<file path="src/rtl/ysyx_2022040010_uncache_ctrl_pkg.sv">
`default_nettype none
// +--------------------------------------------------------------------------+
// | Module   : ysyx_2022040010_uncache_ctrl_pkg                              |
// | Purpose  : Shared state encoding and bus-response helpers for the        |
// |            uncached (MMIO) access sequencer.                             |
// | Contents : uc_state_e (3-bit FSM encoding), AXI_RESP_OKAY,               |
// |            resp_is_err() helper.                                         |
// | Revision : 1.0 - initial release                                         |
// +--------------------------------------------------------------------------+
package ysyx_2022040010_uncache_ctrl_pkg;

  typedef enum logic [2:0] {
    UC_IDLE = 3'd0,
    UC_RA   = 3'd1,
    UC_RD   = 3'd2,
    UC_WA   = 3'd3,
    UC_WB   = 3'd4,
    UC_DONE = 3'd5
  } uc_state_e;

  localparam logic [1:0] AXI_RESP_OKAY = 2'b00;

  // Anything other than OKAY (SLVERR, DECERR, EXOKAY on a non-exclusive
  // access) is reported to the LSU as a failed access.
  function automatic logic resp_is_err(input logic [1:0] resp);
    return resp != AXI_RESP_OKAY;
  endfunction

endpackage
`default_nettype wire

</file>
<file path="src/rtl/ysyx_2022040010_uncache_ctrl.sv">
`default_nettype none
// +--------------------------------------------------------------------------+
// | Module   : ysyx_2022040010_uncache_ctrl                                  |
// | Purpose  : Sequences single-beat uncached loads/stores from the LSU onto |
// |            an AXI4-lite style port, stalls the pipeline meanwhile, and   |
// |            drives the load-data capture register. A watchdog turns a     |
// |            silent device into an error response.                         |
// | Ports    : clk, rst (sync, active-high)                                  |
// |            req_*_i      LSU request (valid/uncache/wen/addr/wdata/wstrb) |
// |            stall_o, resp_valid_o, resp_err_o  pipeline handshake         |
// |            refresh_o, hit_o, uncache_o        data capture register ctl  |
// |            ar_*, r_*, aw_*, w_*, b_*          bus channels               |
// | Revision : 1.0 - initial release                                         |
// +--------------------------------------------------------------------------+
module ysyx_2022040010_uncache_ctrl
  import ysyx_2022040010_uncache_ctrl_pkg::*;
#(
  parameter int AW      = 64,
  parameter int DW      = 64,
  parameter int TIMEOUT = 1024
) (
  input  logic            clk,
  input  logic            rst,
  input  logic            req_valid_i,
  input  logic            req_uncache_i,
  input  logic            req_wen_i,
  input  logic [AW-1:0]   req_addr_i,
  input  logic [DW-1:0]   req_wdata_i,
  input  logic [DW/8-1:0] req_wstrb_i,
  output logic            stall_o,
  output logic            resp_valid_o,
  output logic            resp_err_o,
  output logic            refresh_o,
  output logic            hit_o,
  output logic            uncache_o,
  output logic            ar_valid_o,
  input  logic            ar_ready_i,
  output logic [AW-1:0]   ar_addr_o,
  input  logic            r_valid_i,
  output logic            r_ready_o,
  input  logic [1:0]      r_resp_i,
  output logic            aw_valid_o,
  input  logic            aw_ready_i,
  output logic [AW-1:0]   aw_addr_o,
  output logic            w_valid_o,
  input  logic            w_ready_i,
  output logic [DW-1:0]   w_data_o,
  output logic [DW/8-1:0] w_strb_o,
  input  logic            b_valid_i,
  output logic            b_ready_o,
  input  logic [1:0]      b_resp_i
);

  localparam int c_cnt_w = (TIMEOUT > 1) ? $clog2(TIMEOUT) : 1;
  localparam logic [c_cnt_w-1:0] c_cnt_limit = c_cnt_w'(TIMEOUT - 1);
  localparam logic [c_cnt_w-1:0] c_cnt_one   = c_cnt_w'(1);

  uc_state_e           state_q, state_d;
  logic                err_q, err_d;
  logic                aw_done_q, aw_done_d;
  logic                w_done_q, w_done_d;
  logic [c_cnt_w-1:0]  cnt_q, cnt_d;
  logic [AW-1:0]       addr_q, addr_d;
  logic [DW-1:0]       wdata_q, wdata_d;
  logic [DW/8-1:0]     wstrb_q, wstrb_d;

  logic w_timeout;
  logic w_aw_ok;
  logic w_w_ok;

  assign w_timeout = (TIMEOUT != 0) && (cnt_q == c_cnt_limit);
  assign w_aw_ok   = aw_done_q | aw_ready_i;
  assign w_w_ok    = w_done_q  | w_ready_i;

  assign ar_addr_o = addr_q;
  assign aw_addr_o = addr_q;
  assign w_data_o  = wdata_q;
  assign w_strb_o  = wstrb_q;

  always_ff @(posedge clk) begin
    if (rst) begin
      state_q   <= UC_IDLE;
      err_q     <= 1'b0;
      aw_done_q <= 1'b0;
      w_done_q  <= 1'b0;
      cnt_q     <= '0;
      addr_q    <= '0;
      wdata_q   <= '0;
      wstrb_q   <= '0;
    end else begin
      state_q   <= state_d;
      err_q     <= err_d;
      aw_done_q <= aw_done_d;
      w_done_q  <= w_done_d;
      cnt_q     <= cnt_d;
      addr_q    <= addr_d;
      wdata_q   <= wdata_d;
      wstrb_q   <= wstrb_d;
    end
  end

  always_comb begin
    state_d      = state_q;
    err_d        = err_q;
    aw_done_d    = aw_done_q;
    w_done_d     = w_done_q;
    // Saturating count; only meaningful in RD/WB where it is cleared on entry.
    cnt_d        = (cnt_q == '1) ? cnt_q : cnt_q + c_cnt_one;
    addr_d       = addr_q;
    wdata_d      = wdata_q;
    wstrb_d      = wstrb_q;
    stall_o      = 1'b0;
    resp_valid_o = 1'b0;
    resp_err_o   = 1'b0;
    refresh_o    = 1'b0;
    hit_o        = 1'b0;
    ar_valid_o   = 1'b0;
    r_ready_o    = 1'b0;
    aw_valid_o   = 1'b0;
    w_valid_o    = 1'b0;
    b_ready_o    = 1'b0;

    unique case (state_q)
      UC_IDLE: begin
        // Keep draining so a response that arrives after a timeout is
        // swallowed instead of wedging the slave.
        r_ready_o = 1'b1;
        b_ready_o = 1'b1;
        if (req_valid_i && req_uncache_i) begin
          stall_o   = 1'b1;
          addr_d    = req_addr_i;
          wdata_d   = req_wdata_i;
          wstrb_d   = req_wstrb_i;
          err_d     = 1'b0;
          aw_done_d = 1'b0;
          w_done_d  = 1'b0;
          state_d   = req_wen_i ? UC_WA : UC_RA;
        end
      end
      UC_RA: begin
        stall_o    = 1'b1;
        ar_valid_o = 1'b1;
        if (ar_ready_i) begin
          cnt_d   = '0;
          state_d = UC_RD;
        end
      end
      UC_RD: begin
        stall_o   = 1'b1;
        r_ready_o = 1'b1;
        if (r_valid_i) begin
          refresh_o = 1'b1;
          hit_o     = 1'b1;
          err_d     = resp_is_err(r_resp_i);
          state_d   = UC_DONE;
        end else if (w_timeout) begin
          err_d   = 1'b1;
          state_d = UC_DONE;
        end
      end
      UC_WA: begin
        // AW and W are independent; each valid drops after its own handshake.
        stall_o    = 1'b1;
        aw_valid_o = !aw_done_q;
        w_valid_o  = !w_done_q;
        aw_done_d  = w_aw_ok;
        w_done_d   = w_w_ok;
        if (w_aw_ok && w_w_ok) begin
          cnt_d   = '0;
          state_d = UC_WB;
        end
      end
      UC_WB: begin
        stall_o   = 1'b1;
        b_ready_o = 1'b1;
        if (b_valid_i) begin
          err_d   = resp_is_err(b_resp_i);
          state_d = UC_DONE;
        end else if (w_timeout) begin
          err_d   = 1'b1;
          state_d = UC_DONE;
        end
      end
      UC_DONE: begin
        resp_valid_o = 1'b1;
        resp_err_o   = err_q;
        state_d      = UC_IDLE;
      end
      default: begin
        state_d = UC_IDLE;
      end
    endcase

    // Reset silences the bus immediately, independent of the current state.
    if (rst) begin
      stall_o      = 1'b0;
      resp_valid_o = 1'b0;
      resp_err_o   = 1'b0;
      refresh_o    = 1'b0;
      hit_o        = 1'b0;
      ar_valid_o   = 1'b0;
      r_ready_o    = 1'b0;
      aw_valid_o   = 1'b0;
      w_valid_o    = 1'b0;
      b_ready_o    = 1'b0;
    end
  end

  assign uncache_o = (state_q != UC_IDLE) && !rst;

endmodule
`default_nettype wire
</file>
<file path="config.mk">
export PLATFORM = sky130hd
export DESIGN_NAME = ysyx_2022040010_uncache_ctrl
export DESIGN_NICKNAME = d
export VERILOG_FILES = /design/src/rtl/ysyx_2022040010_uncache_ctrl_pkg.sv /design/src/rtl/ysyx_2022040010_uncache_ctrl.sv
export SDC_FILE = /design/constraint.sdc
export NUM_CORES = 1
export LEC_CHECK = 0
export ABC_AREA = 1
export CORE_ASPECT_RATIO = 0.8
export CORE_MARGIN = 5
export CORE_UTILIZATION = 25
export CTS_CLUSTER_DIAMETER = 200
export CTS_CLUSTER_SIZE = 12
export DETAILED_ROUTE_END_ITERATION = 8
export PLACE_DENSITY_LB_ADDON = 0.08
export RECOVER_POWER = 100
export SYNTH_ARGS = -nofsm -noshare
export SYNTH_HDL_FRONTEND = slang
export SYNTH_SLANG_ARGS = --single-unit
export TNS_END_PERCENT = 20
</file>
<file path="constraint.sdc">
create_clock -name clk -period 1.7 [get_ports clk]
set_input_delay 0.17 -clock clk [delete_from_list [all_inputs] [get_ports clk]]
set_output_delay 0.17 -clock clk [all_outputs]
set_load 0.01 [all_outputs]
</file>
==> impl_metrics.json <==
{
  "outcome": "finished clean",
  "grtUsageTotal_pct": 15.11,
  "fmax_ghz": 0.6212,
  "layout-drive-gt1-share_pct": 10.87,
  "netlist_instances": 802,
  "num_antenna_cells": 0,
  "cap_violations": 0,
  "setup_viol": 0,
  "vdd_drop_max_uv": 604.1,
  "ys_seq_area_share_pct": 48.81,
  "start_util_pct": 25.51,
  "syn_avg_cell_area_um2": 7.774,
  "r2r_cells": 8,
  "crit_path_max_fanout": 4,
  "finalClockSkew_ns": 0.007335,
  "synthSimpleGateAreaFrac_pct": 24.02,
  "cts_tree": "yes",
  "synth-xor-area-share_pct": 0.4214,
  "detailed_place_hpwl_um": 16240,
  "nets": 1252,
  "crit_path_end_kind": "primary output",
  "dieArea_mm2": 0.02822,
  "clk_pin_slew_ns": 0.06,
  "synth_compound_area_share_pct": 12.62,
  "ys_types": 32,
  "die_w_um": 186.6,
  "antenna_left": 0,
  "synth_top_family_by_area": "simple AND/OR/NAND/NOR gates",
  "powerDensity_mw_per_mm2": 1262,
  "dpl.cell_count": 1400,
  "worst_slew_pin_slew_ns": 0.3188,
  "synthAdderAreaFrac_pct": 0.2007,
  "slew_viol_final": 0,
  "whs_ns": 0.3270,
  "syn_area_mm2": 0.006235,
  "die_h_um": 151.3,
  "cp-start-kind": "register",
  "required_ns": 1.53,
  "syn_to_final_growth_pct": 66.69,
  "finalInstanceArea_mm2": 0.01039,
  "min_path_cells": 3,
  "wl_per_cell_um": 15.43,
  "routed_via_density": 4.188,
  "cts_max_path_buffers": 2,
  "first_global_vias": 6021,
  "io_buffer_count": 360,
  "vias": 5993,
  "hp-class": "input port to register",
  "placed_area_mm2": 0.009789,
  "synth_seq_cells": 152,
  "rsz0062_at_grt": "false",
  "cts_buffers": 17,
  "core_mm2": 0.02444,
  "htree_levels": 4,
  "synthMuxAreaShare_pct": 0.1605,
  "clk_latency_ns": 0.42,
  "row_count": 51,
  "antenna_found_initial": 1,
  "fill_cells": 2452,
  "power_mw": 13.12,
  "root_buffer": "clkbuf_16",
  "postCtsSetupBuffers": 0,
  "syn_nets": 953,
  "period_share_pct": 94.69,
  "p_leak_nw": 4.711,
  "firstDrtPassIters": 4,
  "routed_wl_um": 22080,
  "slew_headroom_pct": 78.75,
  "cts_sinks": 152,
  "grt_max_degree": 78,
  "critical_path_class": "register to primary output",
  "overflow": 0,
  "fin_crit_ns": 1.610,
  "drc": 0,
  "hold_violations": 0,
  "num_io_pins": 361,
  "grt_pass1_wl_um": 34090,
  "cp.arrival_ns": 1.44,
  "cts_hold_buf": 0,
  "drtIter0Drc": 254,
  "gp_congestion": 0.7564,
  "synth_warnings": 0,
  "instances_no_fill": 1431
}
==> per-stage QoR <==
stage / TNS, ns / setup slack (ns) / util (%)
4_1_cts: -0.008547 / -0.007382 / 42.73
5_1_grt: 0 / 0.001744 / 42.52
2_1_floorplan: 0 / 0.2416 / -
3_3_place_gp: -0.6816 / -0.1267 / 40.06
3_5_place_dp: -0.9569 / -0.1829 / 40.06
6_report: 0 / 0.09032 / 42.52
==> registers in the layout (all words and copies together) (netlist names) <==
register / count
ar_addr_o: 64
w_data_o: 64
cnt_q: 10
w_strb_o: 8
state_q: 3
aw_done_q: 1
err_q: 1
w_done_q: 1
==> worst max-delay path, cell delays in order, from the launching register on <==
cell	delay [ns]
dfxtp_2	0.35
inv_2	0.06
buf_4	0.14
nor4_2	0.22
clkdlybuf4s15_2	0.26
==> logic make-up (layout without fill, tap and decap cells) <==
kind of cell | after synthesis | after routing
simple gates | 361 | 361
compound gates | 154 | 154
flops | 152 | 152
buf+inv | 130 | 441
xor+xnor | 3 | 3
fa+ha+maj | 1 | 1
mux | 1 | 1
==> power breakdown <==
group	leakage [nW]	internal (mW)	total (mW)	switching, mW
sequential	1.25	4.24	4.65	0.403
clock	0.301	2.52	4.08	1.55
combinational	3.16	2.16	4.39	2.23
total	4.71	8.93	13.1	4.19
==> cell usage in the layout, fill, tap and decap left out, types with 5 or more instances in the layout <==
cell type	count
a21oi_1	8
buf_12	6
buf_4	21
clkbuf_16	17
clkdlybuf4s50_1	155
dfxtp_1	149
dlygate4sd3_1	194
inv_1	14
nand2_1	30
nand3_1	13
nor2_1	269
nor2_2	33
o21ai_0	135
o21ai_1	5
==> cell usage after synthesis (all sizes together) <==
cell	number	area (um2)
a211oi	1	7.510
ha	1	12.51
nand4	2	12.51
nand2	34	135.1
inv	17	66.32
dfxtp	152	3043
nand3	13	65.06
o2111ai	1	8.760
buf	85	686.9
nand3b	3	22.52
clkinv	1	3.750
o21ai	141	709.4
nor3	2	10.01
or2	1	6.260
clkbuf	27	101.4
mux2i	1	10.01
nor2	304	1234
o21bai	1	7.510
xnor2	1	8.760
a21oi	9	45.04
nor4	2	12.51
a31o	1	8.760
xor2	2	17.52
==> path summary, 6_finish.rpt <==
path	from	end	slack, ns
min	req_wdata_i[43]	w_data_o[43]$_SDFFE_PP0P_	0.33
max	state_q[2]$_SDFFE_PP0P_	resp_err_o	0.09
min reg2reg	cnt_q[9]$_SDFF_PP0_	cnt_q[9]$_SDFF_PP0_	0.49
max reg2reg	state_q[1]$_SDFFE_PP0P_	ar_addr_o[45]$_SDFFE_PP0P_	0.14
==> layout make-up <==
type / count / area, um2 / share of cell area (%)
clock buffers: 19 / 452.9 / 4.358
clock inverters: 12 / 175.2 / 1.686
inverters: 18 / 71.32 / 0.6862
multi-input cells: 520 / 2369 / 22.79
flip-flops and latches: 152 / 3047 / 29.32
well taps: 318 / 397.9 / 3.829
repair buffers: 392 / 3880 / 37.33
==> routing by layer <==
layer | wire [um] | track usage (%) | vias to the layer above
li1 | - | - | 3098
met1 | 9498 | 18.49 | 2690
met2 | 10310 | 23.92 | 185
met3 | 1965 | 7.097 | 18
met4 | 291 | 4.443 | 2
met5 | 20 | 0 | -
==> repair_timing <==
action,4_1_cts,5_1_grt
setup endpoints to repair,11,15
pin swaps,0,2
gates resized for setup,40,16
Note: power is estimated with default switching activity, not from simulation.
